$ cat config.mk
export PLATFORM = sky130hd
export DESIGN_NAME = game_ctrl
export DESIGN_NICKNAME = d
export VERILOG_FILES = /design/src/rtl/game_ctrl.sv
export SDC_FILE = /design/constraint.sdc
export NUM_CORES = 1
export LEC_CHECK = 0
export CORE_ASPECT_RATIO = 1.2
export CORE_MARGIN = 4
export CORE_UTILIZATION = 45
export DETAILED_ROUTE_END_ITERATION = 6
export GPL_TIMING_DRIVEN = 0
export PLACE_DENSITY = 0.73
export SYNTH_ARGS = -nofsm -noshare
export SYNTH_HDL_FRONTEND = slang
export SYNTH_SLANG_ARGS = --single-unit
$ cat constraint.sdc
create_clock -name clk -period 3.7 [get_ports clk]
set_input_delay 1.11 -clock clk [delete_from_list [all_inputs] [get_ports clk]]
set_output_delay 1.11 -clock clk [all_outputs]
set_load 0.01 [all_outputs]
$ cat src/rtl/game_ctrl.sv
// Game supervisor: IDLE/PLAY/HURT/OVER sequencing, lives, BCD score and best score.
// Every output comes straight from a register.
module game_ctrl #(
  parameter int unsigned START_LIVES  = 3,
  parameter logic [9:0]  FALL_Y       = 10'd470,
  parameter logic [7:0]  INVULN_TICKS = 8'd64
) (
  input  logic        clk,
  input  logic        rst,
  input  logic        tick,
  input  logic        start,
  input  logic        hit_ceiling,
  input  logic        floor_land,
  input  logic [9:0]  slime_y,
  output logic [1:0]  state,
  output logic        game_rst,
  output logic        freeze,
  output logic [1:0]  lives,
  output logic [15:0] score_bcd,
  output logic [15:0] high_bcd
);

  localparam int unsigned SCORE_W = 16;
  localparam int unsigned CNT_W   = 8;

  typedef enum logic [1:0] {IDLE = 2'd0, PLAY = 2'd1, HURT = 2'd2, OVER = 2'd3} state_t;

  state_t             st, st_nxt;
  logic               hit_prev;
  logic [CNT_W-1:0]   cnt, cnt_nxt;
  logic [1:0]         lives_nxt;
  logic [SCORE_W-1:0] score_nxt, high_nxt, score_inc;
  logic               hit_edge, fall, in_game;

  // Saturating 4-digit BCD increment.
  function automatic logic [SCORE_W-1:0] bcd_inc(input logic [SCORE_W-1:0] v);
    logic [SCORE_W-1:0] r;
    logic               carry;
    r     = v;
    carry = 1'b1;
    if (v != 16'h9999) begin
      for (int i = 0; i < 4; i++) begin
        if (carry) begin
          if (r[i*4 +: 4] == 4'd9) begin
            r[i*4 +: 4] = 4'd0;
          end else begin
            r[i*4 +: 4] = r[i*4 +: 4] + 4'd1;
            carry       = 1'b0;
          end
        end
      end
    end
    return r;
  endfunction

  assign hit_edge  = hit_ceiling & ~hit_prev;
  assign fall      = (slime_y >= FALL_Y);
  assign in_game   = (st == PLAY) || (st == HURT);
  assign score_inc = (in_game && floor_land) ? bcd_inc(score_bcd) : score_bcd;

  always_ff @(posedge clk or negedge rst) begin
    if (!rst) st <= IDLE;
    else      st <= st_nxt;
  end

  always_comb begin
    st_nxt    = st;
    lives_nxt = lives;
    cnt_nxt   = cnt;
    score_nxt = score_bcd;
    high_nxt  = high_bcd;
    case (st)
      IDLE: begin
        if (start) begin
          st_nxt    = PLAY;
          score_nxt = '0;
          lives_nxt = 2'(START_LIVES);
        end
      end
      PLAY: begin
        score_nxt = score_inc;
        if (fall) begin
          st_nxt    = OVER;
          lives_nxt = 2'd0;
        end else if (hit_edge) begin
          if (lives > 2'd1) begin
            st_nxt    = HURT;
            lives_nxt = lives - 2'd1;
            cnt_nxt   = INVULN_TICKS;
          end else begin
            st_nxt    = OVER;
            lives_nxt = 2'd0;
          end
        end
      end
      HURT: begin
        score_nxt = score_inc;
        if (fall) begin
          st_nxt    = OVER;
          lives_nxt = 2'd0;
        end else if (tick) begin
          cnt_nxt = (cnt == '0) ? cnt : cnt - CNT_W'(1);
          if (cnt <= CNT_W'(1)) st_nxt = PLAY;
        end
      end
      OVER: begin
        if (start) st_nxt = IDLE;
      end
      default: st_nxt = IDLE;
    endcase
    // Plain compare of valid BCD equals an MSD-first digit compare.
    if (st_nxt == OVER && st != OVER && score_nxt > high_bcd) high_nxt = score_nxt;
  end

  always_ff @(posedge clk or negedge rst) begin
    if (!rst) begin
      hit_prev  <= 1'b0;
      cnt       <= '0;
      lives     <= 2'd0;
      score_bcd <= '0;
      high_bcd  <= '0;
      game_rst  <= 1'b1;
      freeze    <= 1'b0;
    end else begin
      hit_prev  <= hit_ceiling;
      cnt       <= cnt_nxt;
      lives     <= lives_nxt;
      score_bcd <= score_nxt;
      high_bcd  <= high_nxt;
      game_rst  <= (st_nxt == IDLE);
      freeze    <= (st_nxt == OVER);
    end
  end

  assign state = st;

endmodule

==> results.json, run 1 <==
{
  "p_leak_uw": 0.001808,
  "firstDrtPassIters": 4,
  "crit_cells": 15,
  "critPathLaunch": "floor_land",
  "drt-total-wl_microns": 7939,
  "cp-endpoint": "high_bcd[7]",
  "power_uw": 3178,
  "die-width_microns": 83.07,
  "tightest_slew_ns": 0.5842,
  "dp_hpwl_microns": 5428,
  "rr_endpoint": "high_bcd[7]",
  "worst_slack_ns": -0.1831,
  "status": "finished with violations",
  "drtIter0Drc": 148,
  "synth.avg_cell_area_sq_um": 9.569,
  "synth.top_cells.by_count": "46 x dfrtp_1, 30 x ha_1, 30 x nand2_1",
  "finalHoldViolCount": 0,
  "numPortBuffers": 52,
  "power.density_nw_per_um2": 761.8,
  "tns_ns": -2.475,
  "whs_ns": 0.5155,
  "clk_pin_slew_ns": 0.08,
  "r2r_setup_slack_ns": -0.14,
  "grt_overflow_total": 0,
  "cts_tree": "yes",
  "critPathBufInv": 3,
  "clk_latency_ns": 0.30,
  "grt_pass1_vias": 2672,
  "core_region_area_sq_um": 6486,
  "synthTopCellsByArea": "dfrtp_1 38%, ha_1 12%, mux2_4 4.9%, o21ai_0 4.6%, nand2_1 3.7%",
  "wire_per_inst_microns": 16.47,
  "final_util": 0.6431,
  "slew_viol_final": 0,
  "critical_path.top_delay_family": "simple AND/OR/NAND/NOR gates",
  "num_antenna_cells": 0,
  "syn_area_sq_um": 3043,
  "grt_pass1_wl_microns": 12970,
  "ir_drop_v": 0.0004952,
  "worstSetupPathType": "in -> reg",
  "viasPerCell": 5.591,
  "cts_max_level": 2,
  "yosysTopAreaCellShare": 0.3783,
  "crit_chain": "buf_12 -> nand2_8 -> or4_4 -> nor3_4 -> o21ai_2 -> o211a_1 -> ha_4 -> nand3_2 -> nor4_4 -> o21ai_2 -> nand3_2 -> and3_4 -> buf_12 -> buf_12 -> mux2_4",
  "violations": "setup timing",
  "cap_violations": 0,
  "async_flop_share": 1.000,
  "worstReg2RegStart": "state[1]",
  "dieHeight_microns": 98.08,
  "arrival_ns": 4.07,
  "die_area_sq_um": 8147,
  "synth_ff_type": "dfrtp_1",
  "synth_cell_type_count": 58,
  "worst_path_max_delay_cell": "or4_4",
  "layout.nets": 442,
  "end_kind": "flip-flop",
  "seq_area_frac_synth": 0.3869,
  "r2r_cells": 16,
  "synth_fp_nets": 364,
  "drc": 0,
  "io_pins": 54,
  "grt_max_degree": 27,
  "gp_congestion": 0.8594,
  "yosysWarnings": 0,
  "critPathRequiredTime_ns": 3.89,
  "cts_buffer_depth": 2,
  "startpoint_type": "input pin",
  "ys_ff_latch": 47,
  "final.min_clock_period_ns": 3.883,
  "area_growth_pct": 37.09,
  "drive_above_1_share": 0.2267,
  "hold_start": "cnt[1]",
  "postRouteAntennaNets": 0,
  "min_path_type": "reg -> reg",
  "setup_violations": 16,
  "rsz0062_at_grt": "yes",
  "cpMostUsedCell": "buf_12",
  "syn_inst": 318,
  "num_vias": 2695,
  "critPathMaxFanout": 5,
  "yosysTopAreaCell": "dfrtp_1",
  "fin_skew_ns": 0.01075,
  "start_util": 0.4691,
  "fin_crit_sh": 1.049,
  "synth_most_common_cell": "dfrtp_1",
  "cts_num_sinks": 47,
  "max-slew-margin-rel": 0.6064,
  "rows": 32,
  "slowest_delay_ns": 0.57,
  "cts_inserted_buffers": 5,
  "synth-edff-count": 0,
  "holdBufCountCts": 0,
  "fmax_mhz": 257.5,
  "root_buffer": "clkbuf_8",
  "grtUsageTotal": 0.1939,
  "antenna_found_initial": 0
}
==> worst min-delay path, stage by stage, from the launching register on <==
cell and delay (ns):
dfrtp_1 0.37, nand2_1 0.05, o21ai_0 0.07
==> report_power, final <==
part	switching, uW	total (uW)	leakage (uW)	internal [uW]
sequential	132	778	0.000620	645
clock	182	334	0.0000474	153
combinational	1020	2070	0.00114	1050
total	1330	3180	0.00181	1850
==> flip-flops by register name, indices dropped and copies added (netlist names) <==
signal / cells
high_bcd: 16
score_bcd: 16
cnt: 8
lives: 2
state: 2
freeze: 1
game_rst: 1
hit_prev: 1
==> worst min path at each step <==
stage                         to  slack, ns  cells after the start
after detailed placement  cnt[1]       0.49                      2
final                     cnt[1]       0.52                      2
after global placement    cnt[1]       0.49                      2
after CTS                 cnt[1]       0.51                      2
after floorplan           cnt[1]       0.46                      2
after global routing      cnt[1]       0.56                      2
==> metal layers <==
metal | vias to the layer above | global-route usage | part of all wire
met5 | - | 0 | 0
met2 | 71 | 0.3611 | 0.53
li1 | 1296 | - | -
met4 | 0 | 0.05283 | 0.024
met1 | 1315 | 0.2239 | 0.40
met3 | 13 | 0.03966 | 0.046
==> repair_timing <==
item / 4_1_cts / 5_1_grt
gates resized for setup: 32 / 9
pin swaps: 11 / 7
gates cloned: 1 / 0
setup buffers: 14 / 6
setup endpoints to repair: 16 / 16
==> logic make-up (layout without fill, tap and decap cells) <==
| family | count (synthesis) | count (layout) | share of synthesized area |
|---|---|---|---|
| DFF | 47 | 47 | 0.3869 |
| AOI/OAI and AO/OA | 75 | 75 | 0.1575 |
| xor gates and xnor gates | 4 | 4 | 0.01152 |
| buffers and inverters | 34 | 113 | 0.05016 |
| adders and majority gates | 30 | 30 | 0.1234 |
| muxes | 17 | 17 | 0.07483 |
| and+or+nand+nor | 111 | 111 | 0.1957 |
==> metrics by stage <==
| step | setup slack, ns | instance area [sq um] | cells |
|---|---|---|---|
| 6_report | -0.1831 | 4172 | 482 |
| 5_1_grt | -0.2287 | 4172 | 482 |
| 4_1_cts | -0.2039 | 4081 | 478 |
| 3_5_place_dp | -1.334 | 3735 | 456 |
| 3_3_place_gp | -1.326 | 3720 | 455 |
| 2_1_floorplan | -0.007049 | 3093 | 318 |
==> cells in the final DEF (no fill, tap or decap), types with 4 or more instances in the layout <==
master,n
inv_1,28
ha_1,27
nand4_1,4
mux2_2,6
a21oi_1,13
nor3_1,4
buf_12,5
buf_4,18
dfrtp_1,44
o21ai_0,20
nand3_1,10
nand2_1,29
mux2_4,10
a31oi_1,5
clkdlybuf4s50_1,49
nand3b_1,4
o21ai_2,5
clkbuf_8,6
nor2_1,20
nor2b_1,5
==> final cells by class <==
class	count	area, sq um
inverter	28	105.1
fill	547	2315
tap	85	106.4
timing repair buffer	74	747.0
multi-input combinational	237	1906
sequential	47	1180
buffer	3	28.78
clock inverter	2	16.27
clock buffer	6	82.58
Power figures use the tool's default switching activity.
==> run 2, diff against run 1 <==
--- a/config.mk
+++ b/config.mk
@@ -10,7 +10,7 @@
 export CORE_UTILIZATION = 45
 export DETAILED_ROUTE_END_ITERATION = 6
 export GPL_TIMING_DRIVEN = 0
-export PLACE_DENSITY = 0.73
+export PLACE_DENSITY = 0.7
 export SYNTH_ARGS = -nofsm -noshare
 export SYNTH_HDL_FRONTEND = slang
 export SYNTH_SLANG_ARGS = --single-unit
==> constraint.sdc (replaced) <==
create_clock -name clk -period 4 [get_ports clk]
set_input_delay 1.2 -clock clk [delete_from_list [all_inputs] [get_ports clk]]
set_output_delay 1.2 -clock clk [all_outputs]
set_load 0.01 [all_outputs]
==> results.json, run 2 (synthesis gave the netlist of run 1 again) <==
{
  "status": "completed",
  "whs_ns": 0.5106,
  "grt_pass1_wl_microns": 11990,
  "rows": 32,
  "cap_violations": 0,
  "postLayoutCellArea_sq_um": 4093,
  "layout.nets": 435,
  "grt_max_degree": 28,
  "hold_start": "cnt[1]",
  "worstReg2RegStart": "state[1]",
  "drt-total-wl_microns": 7083,
  "fillers": 557,
  "r2r_cells": 15,
  "fin_skew_ns": 0.008432,
  "die_area_sq_um": 8147,
  "r2r_setup_slack_ns": 0.21,
  "slew_viol_final": 0,
  "antenna_found_initial": 0,
  "drc": 0,
  "tightest_slew_ns": 0.6216,
  "die-width_microns": 83.07,
  "drive_above_1_share": 0.2051,
  "end_kind": "flip-flop",
  "mostFrequentLayoutCells": "49 x clkdlybuf4s50_1, 44 x dfrtp_1, 28 x inv_1, 28 x nand2_1, 28 x ha_1",
  "grt_pass1_vias": 2621,
  "critPathMaxFanout": 5,
  "fin_crit_sh": 0.9752,
  "wire_per_inst_microns": 14.91,
  "ir_drop_v": 0.0004261,
  "finalHoldViolCount": 0,
  "dieHeight_microns": 98.08,
  "holdBufCountCts": 0,
  "area_growth_pct": 34.50,
  "postRouteAntennaNets": 0,
  "arrival_ns": 4.10,
  "reg_top3": "high_bcd (16), score_bcd (16), cnt (8)",
  "io_pins": 54,
  "numPortBuffers": 52,
  "drtIter0Drc": 131,
  "dp_cells": 456,
  "core_region_area_sq_um": 6486,
  "num_antenna_cells": 0,
  "critPathRequiredTime_ns": 4.20,
  "min_path_type": "reg -> reg",
  "gp_congestion": 0.8340,
  "grtUsageTotal": 0.1776,
  "finalNonFillerCells": 475,
  "startpoint_type": "input pin",
  "worstSetupPathType": "in -> reg",
  "top_usage_layer": "met2",
  "tns_ns": 0,
  "grtUsageMet3": 0.04726,
  "cts_buffer_depth": 2,
  "start_util": 0.4691,
  "rr_endpoint": "high_bcd[13]",
  "power_uw": 2879,
  "layout_commonest_cell": "clkdlybuf4s50_1",
  "grt_util_met1": 0.2036,
  "fmax_mhz": 256.4,
  "firstDrtPassIters": 4,
  "cts_tree": "yes",
  "rsz0062_at_grt": "no",
  "viasPerCell": 5.528,
  "dp_hpwl_microns": 5224,
  "cts_num_sinks": 47,
  "grt_use_met2": 0.3210,
  "cts_inserted_buffers": 5,
  "num_vias": 2626,
  "clk_pin_slew_ns": 0.09,
  "power.density_nw_per_um2": 703.4,
  "grt_overflow_total": 0,
  "max-slew-margin-rel": 0.5812,
  "hold_path_end": "cnt[1]",
  "cts_max_level": 2,
  "final.min_clock_period_ns": 3.901,
  "clk_latency_ns": 0.30,
  "root_buffer": "clkbuf_8",
  "p_leak_uw": 0.001782,
  "hold_depth": 2,
  "setup_violations": 0,
  "postPlaceCellArea_sq_um": 3691
}
-- run 2: cell types whose count changed in the layout (fill, tap and decap cells not counted), moves of 2 or more --
cell	previous run	this run
buf_4	18	11
buf_12	5	3
o21ai_1	3	5
bufinv_16	0	2
nor3_2	1	3
clkbuf_1	1	4
-- run 2: cell type report --
class,count,area [sq um],area share
multi-input combinational,237,1869,0.4567
inverter,28,105.1,0.02568
timing repair buffer,65,663.1,0.1620
buffer,5,36.28,0.008866
clock inverter,2,60.06,0.01467
sequential,47,1180,0.2883
tap,85,106.4,0.02599
clock buffer,6,72.57,0.01773
-- run 2: worst max-delay path by stage --
stage,end,start
after detailed placement,high_bcd[14],floor_land
after global placement,high_bcd[15],floor_land
after CTS,high_bcd[13],state[0]
after floorplan,high_bcd[10],floor_land
final,high_bcd[13],floor_land
after global routing,high_bcd[12],floor_land
-- run 2: metal layers --
metal  up-vias  part of all wire  wire length (microns)
li1       1273                 -                      -
met1      1269              0.40                   2842
met2        68              0.53                   3762
met3        16             0.043                    303
met4         0             0.025                    175
met5         -                 0                      0
-- run 2: timing repair --
item	in CTS	in global routing
endpoints found under the setup margin	16	16
buffers inserted	3	8
cloned	1	0
resized for setup	36	13
pin swaps	10	10
-- run 2: worst max-delay path, stage by stage --
cell and delay, ns:
buf_4 0.13, nand2_4 0.07, or4_4 0.49, o21ai_2 0.16
and2_4 0.18, a21oi_2 0.05, ha_1 0.32, nand4_1 0.19
nor4_4 0.31, o21ai_1 0.13, nand3_1 0.09, and3_4 0.21
bufbuf_16 0.27, mux2_4 0.29
-- run 2: through the flow --
| step | worst slack [ns] | util |
|---|---|---|
| floorplan | 0.03442 | - |
| global placement | -1.071 | 0.5667 |
| detailed placement | -1.113 | 0.5691 |
| CTS | 0.001033 | 0.6150 |
| global route | 0.001537 | 0.6310 |
| finish | 0.09933 | 0.6310 |
-- run 2: power breakdown --
part	switching, uW	internal [uW]	leakage [uW]
Combinational	848	900	0.00110
Clock	164	250	0.0000654
Sequential	120	597	0.000620
==> run 3, diff against run 2 <==
--- a/config.mk
+++ b/config.mk
@@ -8,6 +8,7 @@
 export CORE_ASPECT_RATIO = 1.2
 export CORE_MARGIN = 4
 export CORE_UTILIZATION = 45
+export CTS_CLUSTER_SIZE = 12
 export DETAILED_ROUTE_END_ITERATION = 6
 export GPL_TIMING_DRIVEN = 0
 export PLACE_DENSITY = 0.7
==> results of run 3 <==
The final DEF is identical to that of run 2; final timing and power are the same.
